===== config.mk =====
export PLATFORM = sky130hd
export DESIGN_NAME = spi_master_seq
export DESIGN_NICKNAME = d
export VERILOG_FILES = /design/src/rtl/spi_master_seq_pkg.sv /design/src/rtl/spi_shreg.sv /design/src/rtl/spi_master_seq.sv
export SDC_FILE = /design/constraint.sdc
export NUM_CORES = 1
export LEC_CHECK = 0
export CAP_MARGIN = 20
export CORE_ASPECT_RATIO = 0.6
export CORE_UTILIZATION = 50
export DETAILED_ROUTE_END_ITERATION = 16
export DONT_BUFFER_PORTS = 1
export GPL_ROUTABILITY_DRIVEN = 0
export SYNTH_ARGS = -nofsm -noshare
export SYNTH_HDL_FRONTEND = slang
export SYNTH_SLANG_ARGS = --single-unit

===== constraint.sdc =====
create_clock -name clk -period 5.1 [get_ports clk]
set_input_delay 1.275 -clock clk [delete_from_list [all_inputs] [get_ports clk]]
set_output_delay 1.275 -clock clk [all_outputs]
set_load 0.02 [all_outputs]

===== src/rtl/spi_master_seq_pkg.sv =====
// spi_master_seq_pkg
//   Shared types and constants for the SPI master sequencer.
//   op_e    : command opcode carried in the top two frame bits.
//   state_e : sequencer FSM state, also exported on the debug port.
package spi_master_seq_pkg;

  localparam int FRAME_BITS = 10;  // {op[1:0], data[7:0]}
  localparam int RX_BITS    = 8;   // MISO reply width

  typedef enum logic [1:0] {
    WR_ADDR = 2'b00,
    WR_DATA = 2'b01,
    RD_ADDR = 2'b10,
    RD_DATA = 2'b11
  } op_e;

  typedef enum logic [2:0] {
    IDLE  = 3'd0,
    START = 3'd1,
    SEL   = 3'd2,
    SHIFT = 3'd3,
    END   = 3'd4,
    WAIT  = 3'd5,
    RECV  = 3'd6,
    GAP   = 3'd7
  } state_e;

endpackage


===== src/rtl/spi_shreg.sv =====
// spi_shreg
//   Datapath for the SPI master: a parallel-load, MSB-first transmit shift
//   register and an MSB-first receive shift register.
//   Ports:
//     clk, rst    : clock, synchronous active-high reset
//     load        : load load_frame into the transmit register
//     load_frame  : {op, data} frame to serialise
//     tx_shift    : shift transmit register left by one
//     tx_msb      : current transmit MSB (next bit to drive on MOSI)
//     rx_shift    : shift miso into the receive register
//     miso        : serial input
//     rx_next     : receive register value including the current miso bit,
//                   so the controller can capture a full byte on the last edge
module spi_shreg
  import spi_master_seq_pkg::*;
(
  input  logic                  clk,
  input  logic                  rst,
  input  logic                  load,
  input  logic [FRAME_BITS-1:0] load_frame,
  input  logic                  tx_shift,
  output logic                  tx_msb,
  input  logic                  rx_shift,
  input  logic                  miso,
  output logic [RX_BITS-1:0]    rx_next
);

  logic [FRAME_BITS-1:0] tx_sr;
  logic [RX_BITS-1:0]    rx_sr;

  always_ff @(posedge clk) begin
    if (rst) begin
      tx_sr <= '0;
      rx_sr <= '0;
    end else begin
      if (load) begin
        tx_sr <= load_frame;
      end else if (tx_shift) begin
        tx_sr <= {tx_sr[FRAME_BITS-2:0], 1'b0};
      end
      if (load) begin
        rx_sr <= '0;
      end else if (rx_shift) begin
        rx_sr <= rx_next;
      end
    end
  end

  assign tx_msb  = tx_sr[FRAME_BITS-1];
  assign rx_next = {rx_sr[RX_BITS-2:0], miso};

endmodule


===== src/rtl/spi_master_seq.sv =====
// spi_master_seq
//   Host-side SPI master sequencer. Takes one command at a time and turns it
//   into a full SPI frame on ss_n/MOSI; RD_DATA frames also collect an 8-bit
//   MISO reply and report it with a one-cycle rsp_valid pulse.
//
//   Handshake: a command transfers on the rising edge where cmd_valid and
//   cmd_ready are both high. cmd_ready is high only in IDLE; a requester that
//   sees cmd_ready low must hold cmd_valid and its payload until it transfers.
//
//   Frame timing (cycle 1 = first cycle after the accept edge):
//     START 1 | SEL 1 | SHIFT 10 | END 1            -> GAP
//     START 1 | SEL 1 | SHIFT 10 | WAIT n | RECV 8  -> GAP (RD_DATA only)
//
//   Parameters: MISO_LAT (>=0) cycles between last MOSI bit and first MISO
//   sample; GAP_CYCLES (>=1) cycles ss_n is held high after each frame.
//   Optional macro SPI_MASTER_SEQ_AUTO_READ_EN adds cmd_auto: an RD_ADDR
//   accepted with cmd_auto=1 is followed automatically by an RD_DATA frame.
//
//   Ports:
//     clk, rst             : clock, synchronous active-high reset
//     cmd_valid/cmd_ready  : command handshake
//     cmd_op, cmd_data     : opcode and byte
//     cmd_auto             : (macro only) chain an RD_DATA after RD_ADDR
//     rsp_valid, rsp_data  : read reply pulse and held byte
//     busy                 : state != IDLE
//     ss_n, MOSI, MISO     : SPI pins
//     dbg_state            : current FSM state
module spi_master_seq
  import spi_master_seq_pkg::*;
#(
  parameter int MISO_LAT   = 2,
  parameter int GAP_CYCLES = 3
) (
  input  logic         clk,
  input  logic         rst,
  input  logic         cmd_valid,
  output logic         cmd_ready,
  input  logic [1:0]   cmd_op,
  input  logic [7:0]   cmd_data,
`ifdef SPI_MASTER_SEQ_AUTO_READ_EN
  input  logic         cmd_auto,
`endif
  output logic         rsp_valid,
  output logic [7:0]   rsp_data,
  output logic         busy,
  output logic         ss_n,
  output logic         MOSI,
  input  logic         MISO,
  output state_e       dbg_state
);

  localparam logic [3:0] SHIFT_INIT = 4'(FRAME_BITS - 1);
  localparam logic [3:0] RECV_INIT  = 4'(RX_BITS - 1);
  localparam logic [7:0] WAIT_INIT  = (MISO_LAT > 0) ? 8'(MISO_LAT - 1) : 8'd0;
  localparam logic [7:0] GAP_INIT   = 8'(GAP_CYCLES - 1);

  state_e          state;
  op_e             cmd_op_e;
  logic [3:0]      bit_cnt;     // SHIFT 9..0, RECV 7..0
  logic [7:0]      dly_cnt;     // WAIT and GAP length
  logic            is_rd_data;  // current frame expects a MISO reply
  logic            accept;
  logic            restart;     // chained RD_DATA starts at end of GAP
  logic            load;
  logic [FRAME_BITS-1:0] load_frame;
  logic            tx_shift;
  logic            tx_msb;
  logic            rx_shift;
  logic [RX_BITS-1:0] rx_next;

  assign cmd_op_e = op_e'(cmd_op);
  assign accept   = (state == IDLE) && cmd_ready && cmd_valid;

`ifdef SPI_MASTER_SEQ_AUTO_READ_EN
  logic auto_pend;
  assign restart = (state == GAP) && (dly_cnt == 8'd0) && auto_pend;
`else
  assign restart = 1'b0;
`endif

  assign load       = accept || restart;
  assign load_frame = restart ? {RD_DATA, 8'h00} : {cmd_op, cmd_data};
  // The transmit register is consumed one bit per edge from SEL until the
  // last SHIFT cycle; MOSI registers tx_msb on the same edges.
  assign tx_shift   = (state == SEL) || ((state == SHIFT) && (bit_cnt != 4'd0));
  assign rx_shift   = (state == RECV);

  spi_shreg u_shreg (
    .clk        (clk),
    .rst        (rst),
    .load       (load),
    .load_frame (load_frame),
    .tx_shift   (tx_shift),
    .tx_msb     (tx_msb),
    .rx_shift   (rx_shift),
    .miso       (MISO),
    .rx_next    (rx_next)
  );

  always_ff @(posedge clk) begin
    if (rst) begin
      state      <= IDLE;
      cmd_ready  <= 1'b0;
      rsp_valid  <= 1'b0;
      rsp_data   <= 8'h00;
      ss_n       <= 1'b1;
      MOSI       <= 1'b0;
      bit_cnt    <= 4'd0;
      dly_cnt    <= 8'd0;
      is_rd_data <= 1'b0;
    end else begin
      rsp_valid <= 1'b0;
      case (state)
        IDLE: begin
          if (accept) begin
            state      <= START;
            cmd_ready  <= 1'b0;
            ss_n       <= 1'b0;
            MOSI       <= 1'b0;
            is_rd_data <= (cmd_op_e == RD_DATA);
          end else begin
            cmd_ready <= 1'b1;
          end
        end
        START: begin
          // Frame MSB is op[1], which doubles as the slave's read/write select.
          state <= SEL;
          MOSI  <= tx_msb;
        end
        SEL: begin
          state   <= SHIFT;
          MOSI    <= tx_msb;
          bit_cnt <= SHIFT_INIT;
        end
        SHIFT: begin
          if (bit_cnt == 4'd0) begin
            MOSI <= 1'b0;
            if (!is_rd_data) begin
              state <= END;
            end else if (MISO_LAT == 0) begin
              state   <= RECV;
              bit_cnt <= RECV_INIT;
            end else begin
              state   <= WAIT;
              dly_cnt <= WAIT_INIT;
            end
          end else begin
            MOSI    <= tx_msb;
            bit_cnt <= bit_cnt - 4'd1;
          end
        end
        END: begin
          state   <= GAP;
          ss_n    <= 1'b1;
          dly_cnt <= GAP_INIT;
        end
        WAIT: begin
          if (dly_cnt == 8'd0) begin
            state   <= RECV;
            bit_cnt <= RECV_INIT;
          end else begin
            dly_cnt <= dly_cnt - 8'd1;
          end
        end
        RECV: begin
          if (bit_cnt == 4'd0) begin
            state     <= GAP;
            ss_n      <= 1'b1;
            dly_cnt   <= GAP_INIT;
            rsp_valid <= 1'b1;
            rsp_data  <= rx_next;
          end else begin
            bit_cnt <= bit_cnt - 4'd1;
          end
        end
        GAP: begin
          if (dly_cnt == 8'd0) begin
            if (restart) begin
              state      <= START;
              ss_n       <= 1'b0;
              is_rd_data <= 1'b1;
            end else begin
              state     <= IDLE;
              cmd_ready <= 1'b1;
            end
          end else begin
            dly_cnt <= dly_cnt - 8'd1;
          end
        end
        default: begin
          state <= IDLE;
          ss_n  <= 1'b1;
          MOSI  <= 1'b0;
        end
      endcase
    end
  end

`ifdef SPI_MASTER_SEQ_AUTO_READ_EN
  always_ff @(posedge clk) begin
    if (rst) begin
      auto_pend <= 1'b0;
    end else if (accept) begin
      auto_pend <= cmd_auto && (cmd_op_e == RD_ADDR);
    end else if (restart) begin
      auto_pend <= 1'b0;
    end
  end
`endif

  assign busy      = (state != IDLE);
  assign dbg_state = state;

endmodule


# Word-level counts from Yosys, hierarchy flattened
# Index checks and enable logic that the tools add are counted.
# word_totals
in_bits	14
output_inout_bits	16
regBits	45
# classes
n_bitwise	1
reduce_logical	28
n_mux	26
addsub	2
n_eq_ne	16
# ops
op	count
$mux 8	4
$pmux 8 s4	1
$pmux 3 s8	1
$mux 10	2
$mux 3	5
$eq 3x3->1 const B	4
$ne 2x2->1 const B	6
$pmux 4 s3	1
$reduce_bool 3->1	4
$reduce_and 5->1	2
$reduce_or 2->1	5
$logic_not 8->1	1
$mux 4	2
$reduce_and 2->1	4
$reduce_bool 4->1	2
$sub 8x1->8 const B	1
$mux 1	7
$eq 3x2->1 const B	2
$pmux 1 s3	2
$reduce_and 3->1	2
$logic_not 4->1	1
$ne 2x1->1 const B	2
$reduce_bool 2->1	2
$sub 4x1->4 const B	1
other kinds (7)	9

# Depth between registers and ports, before layout
# logic_depth
ltp_word	5
depth_mapped	8
ltp_nobuf	7

# By module
# From an unflattened synthesis, not the netlist that was laid out.
# hier_totals
hier_cells	235
area_unflattened_um2	2169.6
# modules_own_cells
mod	n_inst	cells_each	area_per_inst_um2	seq_area_each_um2
spi_master_seq	1	166	1453.9	560.5
spi_shreg	1	69	715.7	340.3

# Worst setup path before layout
# Ideal clock, no wire load.
# synth_timing
path_type	input to register
startpoint	in rst
endpoint	reg dly_cnt[3]
arrival_ps	2268
setup_slack_ps	2773
stages	4
n_path_buf	0
cell_sequence	a31o_2 -> or2_1 -> or4_1 -> nand2_1
# synth_rtl
item	line	source
start: declaration	spi_master_seq.sv:35	input logic rst,
end signal: assignment	spi_master_seq.sv:162	dly_cnt <= dly_cnt - 8'd1;
end signal: assignment	spi_master_seq.sv:187	dly_cnt <= dly_cnt - 8'd1;
end: declaration	spi_master_seq.sv:60	logic [7:0] dly_cnt;

# Worst setup path after layout
# layout_timing
startpoint	reg state[2] (netlist: dbg_state[2])
endpoint	out busy
# layout_via
elab_chain_len	1
# layout_lines
item	line	source
start: declaration	spi_master_seq.sv:57	state_e state;
start signal: assignment	spi_master_seq.sv:102	state <= IDLE;
start signal: assignment	spi_master_seq.sv:116	state <= START;
start signal: assignment	spi_master_seq.sv:127	state <= SEL;
$reduce_bool 3->1	spi_master_seq.sv:211	assign busy = (state != IDLE);
end: declaration	spi_master_seq.sv:45	output logic busy,
# No other way between the ends.

==> impl_metrics.json <==
{
  "cts_setup_buffers": 0,
  "synth_nets": 273,
  "whs_ps": 454,
  "yosysWarnings": 0,
  "num_io_pins": 30,
  "rsz0062_at_grt": "false",
  "hold_path_class": "register to register",
  "tns_ps": 0,
  "reg2reg_slack_ps": 2290,
  "dr.first_iter.drc_count": 67,
  "syn2layout_area_growth_pct": 7.71,
  "clk_path_buf_depth": 2,
  "grt_first_pass_wirelength_mm": 7.89,
  "synth_area_um2": 2140,
  "synthCells": 255,
  "via_per_inst": 5.76,
  "drv_slew": 0,
  "diodes": 0,
  "async_flop_share_pct": 0,
  "worstPathArrival_ps": 1750,
  "core-area_um2": 4100,
  "grt_max_degree": 33,
  "die-area_um2": 4560,
  "die_h_um": 52.7,
  "cts_sinks": 45,
  "worstSetupEndpointType": "primary output",
  "synth.avg_cell_area_um2": 8.40,
  "grt_usage_pct": 22.9,
  "hpwl_mm": 3.27,
  "hold_depth": 2,
  "cts_max_level": 2,
  "start_kind": "register",
  "synth_cell_type_count": 49,
  "p_per_area_nw_per_um2": 566,
  "fin_nets": 269,
  "hold_buffers": 0,
  "place_inst": 303,
  "grt-ovfl-total": 0,
  "cts_root_buf": "clkbuf_8",
  "clk-insertion-delay-late_ps": 300,
  "ir_worst_vdd_mv": 0.246,
  "rr_endpoint": "rsp_data[4]",
  "die_w_um": 86.5,
  "cts_tree": "yes",
  "period_share_pct": 59.3,
  "ys.flop_type": "dfxtp_1",
  "route.detailed.drc": 0,
  "crit_type": "register to primary output",
  "r2r_cells": 5,
  "via_count": 1796,
  "dr.pass1.iters": 4,
  "cts.clk_slew.worst_paths_ps": 90,
  "worst-path-max-fanout": 25,
  "finalCriticalPeriod_ps": 3020,
  "max-slew-margin-rel_pct": 34.0,
  "drive_gt1_share_pct": 7.54,
  "antenna_found_initial": 0,
  "seq_area_frac_synth_pct": 42.1,
  "ys_seq_elements": 45,
  "port_buffers": 0,
  "rows": 18,
  "fin_total_pwr_mw": 1.31,
  "cts-resized-gates": 0,
  "wirelength_mm": 4.77,
  "worst_clock_skew_ps": 5.28,
  "holdPathEnd": "rsp_data[7]",
  "reg2reg_from": "dbg_state[1]",
  "max_freq_ghz": 0.331,
  "final_cell_count_no_fill": 312,
  "total_leakage_power_nw": 0.806,
  "cp.required_ps": 3830,
  "finalHoldViolCount": 0,
  "tightest_slew_ps": 989,
  "outcome": "completed",
  "setup_viol": 0,
  "cts_buffers": 5,
  "wl_per_cell_um": 15.3,
  "synth-edff-count": 0,
  "hp-start": "u_shreg.rx_sr[6]",
  "final_core_util_pct": 56.3,
  "floorplan.initialDensity_pct": 52.2,
  "drv_cap": 0,
  "postRouteAntennaNets": 0,
  "grt_pass1_vias": 1630
}
[synth_stat cells (2+ instances only)]
library cell | count | area [µm²]
o31ai_1 | 2 | 15.0
ha_1 | 4 | 50.1
or3_1 | 5 | 31.3
clkbuf_1 | 9 | 33.8
a211oi_1 | 14 | 105
inv_1 | 8 | 30.0
buf_2 | 2 | 10.0
o221a_2 | 2 | 22.5
nand3_1 | 13 | 65.1
a21oi_1 | 29 | 145
and3_1 | 3 | 18.8
nor2_1 | 24 | 90.1
and2_1 | 2 | 12.5
nor4_1 | 3 | 18.8
nor3_1 | 3 | 15.0
nand2_1 | 40 | 150
o21a_1 | 2 | 15.0
dfxtp_1 | 45 | 901
mux2i_1 | 9 | 90.1
o21ai_0 | 7 | 35.0
[power breakdown]
group          internal, mW  total (mW)  switching (mW)
Combinational         0.185       0.449           0.264
Clock                 0.197       0.323           0.126
Sequential            0.414       0.533           0.119
[through the flow]
stage,cell area [µm²],setup slack [ps]
3_5_place_dp,2160,2310
4_1_cts,2300,2070
6_report,2310,2080
5_1_grt,2310,1940
2_1_floorplan,2140,2770
3_3_place_gp,2160,2330
[worst max path at each step]
stage	startpoint	to	cells after the start
final	dbg_state[2]	busy	2
after floorplan	rst	dly_cnt[3]	4
after global routing	dbg_state[2]	busy	2
after CTS	dbg_state[2]	busy	2
after global placement	dbg_state[1]	rsp_data[7]	5
after detailed placement	dbg_state[1]	rsp_data[7]	5
[placed cells by master, fill, tap and decap left out, types with 3 or more instances in the layout]
master / Yosys / routed
clkbuf_8: 0 / 5
dfxtp_1: 45 / 45
nand2_1: 40 / 40
nor2_1: 24 / 24
o21ai_0: 7 / 7
a211oi_1: 14 / 14
ha_1: 4 / 4
nor4_1: 3 / 3
or3_1: 5 / 5
a21oi_1: 29 / 29
nand3_1: 13 / 13
mux2i_1: 9 / 9
and3_1: 3 / 3
nor3_1: 3 / 3
inv_1: 8 / 8
[area by class of cell]
type / instances / area (µm²)
Sequential cell: 45 / 901
Inverter: 8 / 30.0
Multi-Input combinational cell: 190 / 1150
Clock buffer: 5 / 68.8
Timing Repair Buffer: 1 / 7.51
Fill cell: 392 / 1790
Clock inverter: 3 / 68.8
Tap cell: 60 / 75.1
[layer usage]
metal	GRT usage, %	up-vias	share of wire (%)	wire length (µm)
li1	-	915	-	-
met1	32.3	828	51	2410
met2	33.9	51	42	2020
met3	6.93	2	6.9	328
met4	5.56	0	0.38	18
met5	0	-	0	0
[cells by family after synthesis]
family / share of synthesized area, %
AO/OA/AOI/OAI: 23.3
AND/OR/NAND/NOR: 23.7
buffers and inverters: 3.97
adder cells (fa/ha/maj): 2.34
flip-flops: 42.1
XOR/XNOR: 0.409
multiplexers: 4.21
[sequential cells by signal, indices dropped and copies added (netlist names)]
name	flops
ss_n	1
u_shreg.rx_sr	7
dly_cnt	8
rsp_data	8
cmd_ready	1
u_shreg.tx_sr	10
bit_cnt	4
is_rd_data	1
rsp_valid	1
dbg_state	3
MOSI	1
[critical path, cell delays in order (launching register included)]
cell     delay, ps
dfxtp_1        990
nor3_1         220
inv_1          240
(Power assumes the default switching activity.)
